[config.mk]
export PLATFORM = sky130hd
export DESIGN_NAME = zmc2_serializer
export DESIGN_NICKNAME = d
export VERILOG_FILES = /design/src/rtl/zmc2_serializer.sv
export SDC_FILE = /design/constraint.sdc
export NUM_CORES = 1
export LEC_CHECK = 0
export CAP_MARGIN = 20
export CORE_MARGIN = 2
export CORE_UTILIZATION = 46
export CTS_CLUSTER_SIZE = 30
export DETAILED_ROUTE_END_ITERATION = 12
export HOLD_SLACK_MARGIN = 0.15
export MAX_ROUTING_LAYER = met4
export PLACE_DENSITY = 0.79
export SYNTH_ARGS = -nofsm -noshare
export SYNTH_HDL_FRONTEND = slang
export SYNTH_SLANG_ARGS = --single-unit
[constraint.sdc]
create_clock -name CLK_12M -period 2.05 [get_ports CLK_12M]
set_input_delay 0.41 -clock CLK_12M [delete_from_list [all_inputs] [get_ports CLK_12M]]
set_output_delay 0.41 -clock CLK_12M [all_outputs]
set_load 0.01 [all_outputs]
[src/rtl/zmc2_serializer.sv]
// NeoGeo sprite pixel serializer: one 8-pixel, 4-plane C-ROM line in,
// two 4-bit colour indices per clock out, with H-flip and pair ordering.
module zmc2_serializer (
    input  logic        CLK_12M,
    input  logic        nRESET,
    input  logic        EVEN,
    input  logic        LOAD,
    input  logic        H,
    input  logic [31:0] CR,
    output logic [3:0]  GAD,
    output logic [3:0]  GBD,
    output logic        DOTA,
    output logic        DOTB
);

    logic [31:0] sr_q;
    logic [31:0] sr_d;
    logic [3:0]  x_s;
    logic [3:0]  y_s;

    // Each plane moves two columns per clock; vacated columns become transparent.
    always_comb begin
        sr_d = sr_q;
        if (LOAD) begin
            sr_d = CR;
        end else begin
            for (int p = 0; p < 4; p++) begin
                if (H) begin
                    sr_d[p*8 +: 8] = {sr_q[p*8 +: 6], 2'b00};
                end else begin
                    sr_d[p*8 +: 8] = {2'b00, sr_q[p*8+2 +: 6]};
                end
            end
        end
    end

    always_ff @(posedge CLK_12M or negedge nRESET) begin
        if (!nRESET) begin
            sr_q <= 32'h0;
        end else begin
            sr_q <= sr_d;
        end
    end

    // Leading pixel pair sits at the LSB end unflipped, at the MSB end flipped.
    always_comb begin
        x_s = 4'h0;
        y_s = 4'h0;
        for (int p = 0; p < 4; p++) begin
            x_s[p] = H ? sr_q[p*8+7] : sr_q[p*8];
            y_s[p] = H ? sr_q[p*8+6] : sr_q[p*8+1];
        end
    end

    assign GAD  = EVEN ? x_s : y_s;
    assign GBD  = EVEN ? y_s : x_s;
    assign DOTA = |GAD;
    assign DOTB = |GBD;

endmodule

# After elaboration in Yosys (flattened, before gate mapping)
# Index checks and enable logic that the tools add are counted.
[op_classes] n_mux=15 reduce_logical=2
[ops] operator="$mux 32" n=1
[ops] operator="$mux 8" n=4
[ops] operator="$mux 1" n=8
[ops] operator="$mux 4" n=2
[ops] operator="$reduce_or 4->1" n=2
[word_totals] reg_bits=32 inputBits=37 out_inout_bits=10 wordCells=18

# Logic depth before layout (Yosys ltp)
[logic_depth] word_depth=3 ltp_mapped=5 depth_no_buf=2

# Worst setup path before layout
# Ideal clock, no wire load.
[synth_timing] path_kind="input to output" startpoint="input H" endpoint="output DOTA" arrival_ns=1.652 required_ns=1.640 path_slack_ns=-0.012 stages=3 path_buffers=1 path_cell_list="buf_6 -> mux4_2 -> or4_1"
[synth_between] elab_chain_cells=3 elab_cells_between_ends=10 classes_between="mux (9); reduce/logical (1)"
[synth_rtl] item="start: declaration" line="8" text="input logic H,"
[synth_rtl] item="$mux 1, on equally long branches" line="51, 50"
[synth_rtl] item="$mux 4 *" line="55" text="assign GAD = EVEN ? x_s : y_s;"
[synth_rtl] item="net GAD[3]" line="10" text="output logic [3:0] GAD,"
[synth_rtl] item="$reduce_or 4->1 *" line="57" text="assign DOTA = |GAD;"
[synth_rtl] item="end: declaration" line="12" text="output logic DOTA,"
# Mark *: on every way through the listed nets, which the timed path passes. The rest lies on a longest branch.

# Worst setup path in the final report
[layout_timing] startpoint="register sr_q[7]" endpoint="output DOTA"
[layout_between] elab_chain_cells=3
[layout_rtl] item="start: declaration" line="16" text="logic [31:0] sr_q;"
[layout_rtl] item="start signal: assignment" line="41" text="sr_q <= sr_d;"
[layout_rtl] item="$mux 1" line="50" text="x_s[p] = H ? sr_q[p*8+7] : sr_q[p*8];"
[layout_rtl] item="$mux 4" line="55"
[layout_rtl] item="$reduce_or 4->1" line="57"
# No other way between the ends.

==> impl_metrics.py <==
metrics = {
    "clock_tree": {
        "clkTransAtPathRegs_ps": 90,
        "cts_made_buffers": 5,
        "clk_root_buffer_cell": "clkbuf_4",
        "cts_sinks": 32,
        "postCtsHoldBufs": 0,
        "cts.path.max_buffers": 2,
        "clock_latency_ps": 320,
        "htreeDepth": 2,
        "cts_tree": "built",
    },
    "job": {
        "cap_violations": 0,
    },
    "worst_setup_path": {
        "slowest_delay_ps": 540,
        "required_ps": 1640,
        "crit_start": "sr_q[7]$_DFF_PN0_",
        "critical_path.endpoint": "DOTA",
        "startpoint_type": "flop",
        "r2r_slack_ps": 1000,
        "path_class": "flop to output pin",
        "r2r_end": "sr_q[20]$_DFF_PN0_",
        "path_cells": "mux4_2 -> or4_4 -> buf_6",
        "cp.arrival_ps": 1890,
        "crit_path_end_kind": "output pin",
        "crit_slowest_cell": "or4_4",
        "r2r_cells": 4,
        "rr_startpoint": "sr_q[22]$_DFF_PN0_",
        "worst-path-max-fanout": 3,
    },
    "pwr": {
        "p_leak_nw": 1.04,
        "p_per_area_nw_per_um2": 622,
        "vdd_drop_max_uv": 370,
    },
    "logic_synthesis": {
        "yosys.area.top_type": "dfrtp_1",
        "synth_top_area_share_pct": 52.8,
        "syn_area_per_cell_um2": 12.5,
        "syn_inst": 121,
        "synth_seq_area_share_pct": 52.8,
        "ys_seq_elements": 32,
        "synth_area_um2": 1520,
        "ys_types": 14,
        "synthesis.nets": 158,
        "synth.area.top_cells": "dfrtp_1, mux2i_1, mux4_2",
        "yosys_warnings": 0,
    },
    "grt": {
        "antenna_found_initial": 0,
        "grt_pass1_vias": 1318,
        "grt_usage_pct": 22.5,
        "grt-ovfl-total": 0,
        "grt_first_pass_wirelength_um": 5820,
        "grt_max_degree": 33,
    },
    "timing": {
        "rsz0062_at_grt": "yes",
        "maxSlewHeadroom_pct": 52.4,
        "slew_violations": 0,
        "whs_ps": 477,
        "fmax_mhz": 434,
        "finalHoldViolCount": 0,
        "layout_setup_ws_ps": -255,
        "fin_crit_sh_pct": 112,
        "setup_viol": 2,
        "tightest_slew_ps": 712,
        "period_minus_slack_ps": 2300,
        "clock_skew_ps": 0.468,
    },
    "die": {
        "io_pins": 47,
        "die_y_um": 61.4,
        "start_util_pct": 48.9,
        "coreArea_um2": 3100,
        "die-width_um": 61.4,
        "die-area_um2": 3770,
        "rows": 20,
    },
    "routing": {
        "vias": 1261,
        "viasPerCell": 5.41,
        "drc": 0,
        "ant_nets": 0,
        "drt_wl_total_um": 3620,
        "drtIter0Drc": 45,
        "wire_per_inst_um": 15.5,
        "firstDrtPassIters": 6,
    },
    "final_layout": {
        "top_register": "sr_q",
        "finalNonFillerCells": 233,
        "reg_top3": "sr_q x32",
        "drive_gt1_share_pct": 24.3,
        "layout_commonest_cell": "clkdlybuf4s50_1",
        "layout.nets": 228,
        "areaGrowthSynthToFinish_pct": 45.7,
        "layout_common_cells": "clkdlybuf4s50_1, dfrtp_1, buf_4",
        "diodes": 0,
        "largest_reg_flops": 32,
    },
    "placed_design": {
        "dp.cells": 222,
        "routabilityCongestion": 0.802,
        "dp_hpwl_um": 2600,
        "io_buffers": 46,
    },
    "worst_hold_path": {
        "hold_path_class": "input port to async pin",
    },
    "run_status": {
        "violations": "negative setup slack",
        "status": "finished, violations left",
    },
}
## cells in the mapped netlist, drive strengths merged
cell type / number
or4: 2
mux4: 8
mux2i: 16
nand2: 18
buf: 4
nor2: 1
o21ai: 17
clkbuf: 7
nor2b: 1
dfrtp: 32
a22o: 15
## where the power goes
group	switching, W	internal, W	total [W]
sequential	0.0000394	0.000686	0.000725
clock	0.000188	0.000114	0.000302
combinational	0.000131	0.000217	0.000348
total	0.000358	0.00102	0.00138
## per-stage QoR
step / total power [W] / area (µm²) / setup WS, ps / TNS (ps) / util, %
3_3_place_gp: 0.00107 / 2150 / -921 / -5690 / 69.2
4_1_cts: 0.00139 / 2210 / -269 / -527 / 71.3
2_1_floorplan: 0.000884 / 1520 / 12.7 / 0 / -
6_report: 0.00138 / 2210 / -255 / -506 / 71.2
5_1_grt: 0.00146 / 2210 / -309 / -609 / 71.2
3_5_place_dp: 0.00109 / 2150 / -951 / -6000 / 69.2
## kinds of logic after synthesis
group	Yosys count	synth area share, %
compound gates	32	14.3
buf+inv	11	3.88
flops	32	52.8
mux	24	22.9
simple gates	22	6.11
## layout make-up
class                           instances  area (µm²)
Multi-Input combinational cell         78         664
Sequential cell                        32         801
Fill cell                             255         893
Tap cell                               44        55.1
Timing Repair Buffer                   74         652
Clock buffer                            5        37.5
## per-layer routing
metal	vias up	part of all wire [%]	GRT usage, %
met5	-	0	-
met4	0	1.7	10.0
li1	585	-	-
met1	620	41	25.8
met3	8	6.2	6.72
met2	48	51	36.5
## worst max-delay path, delay by kind of cell, from the launching register on
family	cells	cell delay (ps)
AND/OR/NAND/NOR	1	540
multiplexers	1	490
flip-flops	1	410
buffers and inverters	1	130
## what timing repair did
action	in CTS	in global routing
buffers inserted	4	1
cloned	1	0
pin swaps	2	0
resized for setup	27	2
setup endpoints to repair	10	4
## worst min path at each step
stage	end	slack (ps)	cells past startpoint
after CTS	sr_q[18]$_DFF_PN0_	490	2
after floorplan	sr_q[0]$_DFF_PN0_	110	0
after global routing	sr_q[20]$_DFF_PN0_	510	2
after detailed placement	sr_q[9]$_DFF_PN0_	480	1
after global placement	sr_q[9]$_DFF_PN0_	470	1
final	sr_q[19]$_DFF_PN0_	480	2
No activity file was read; power rests on OpenSTA's default activity.
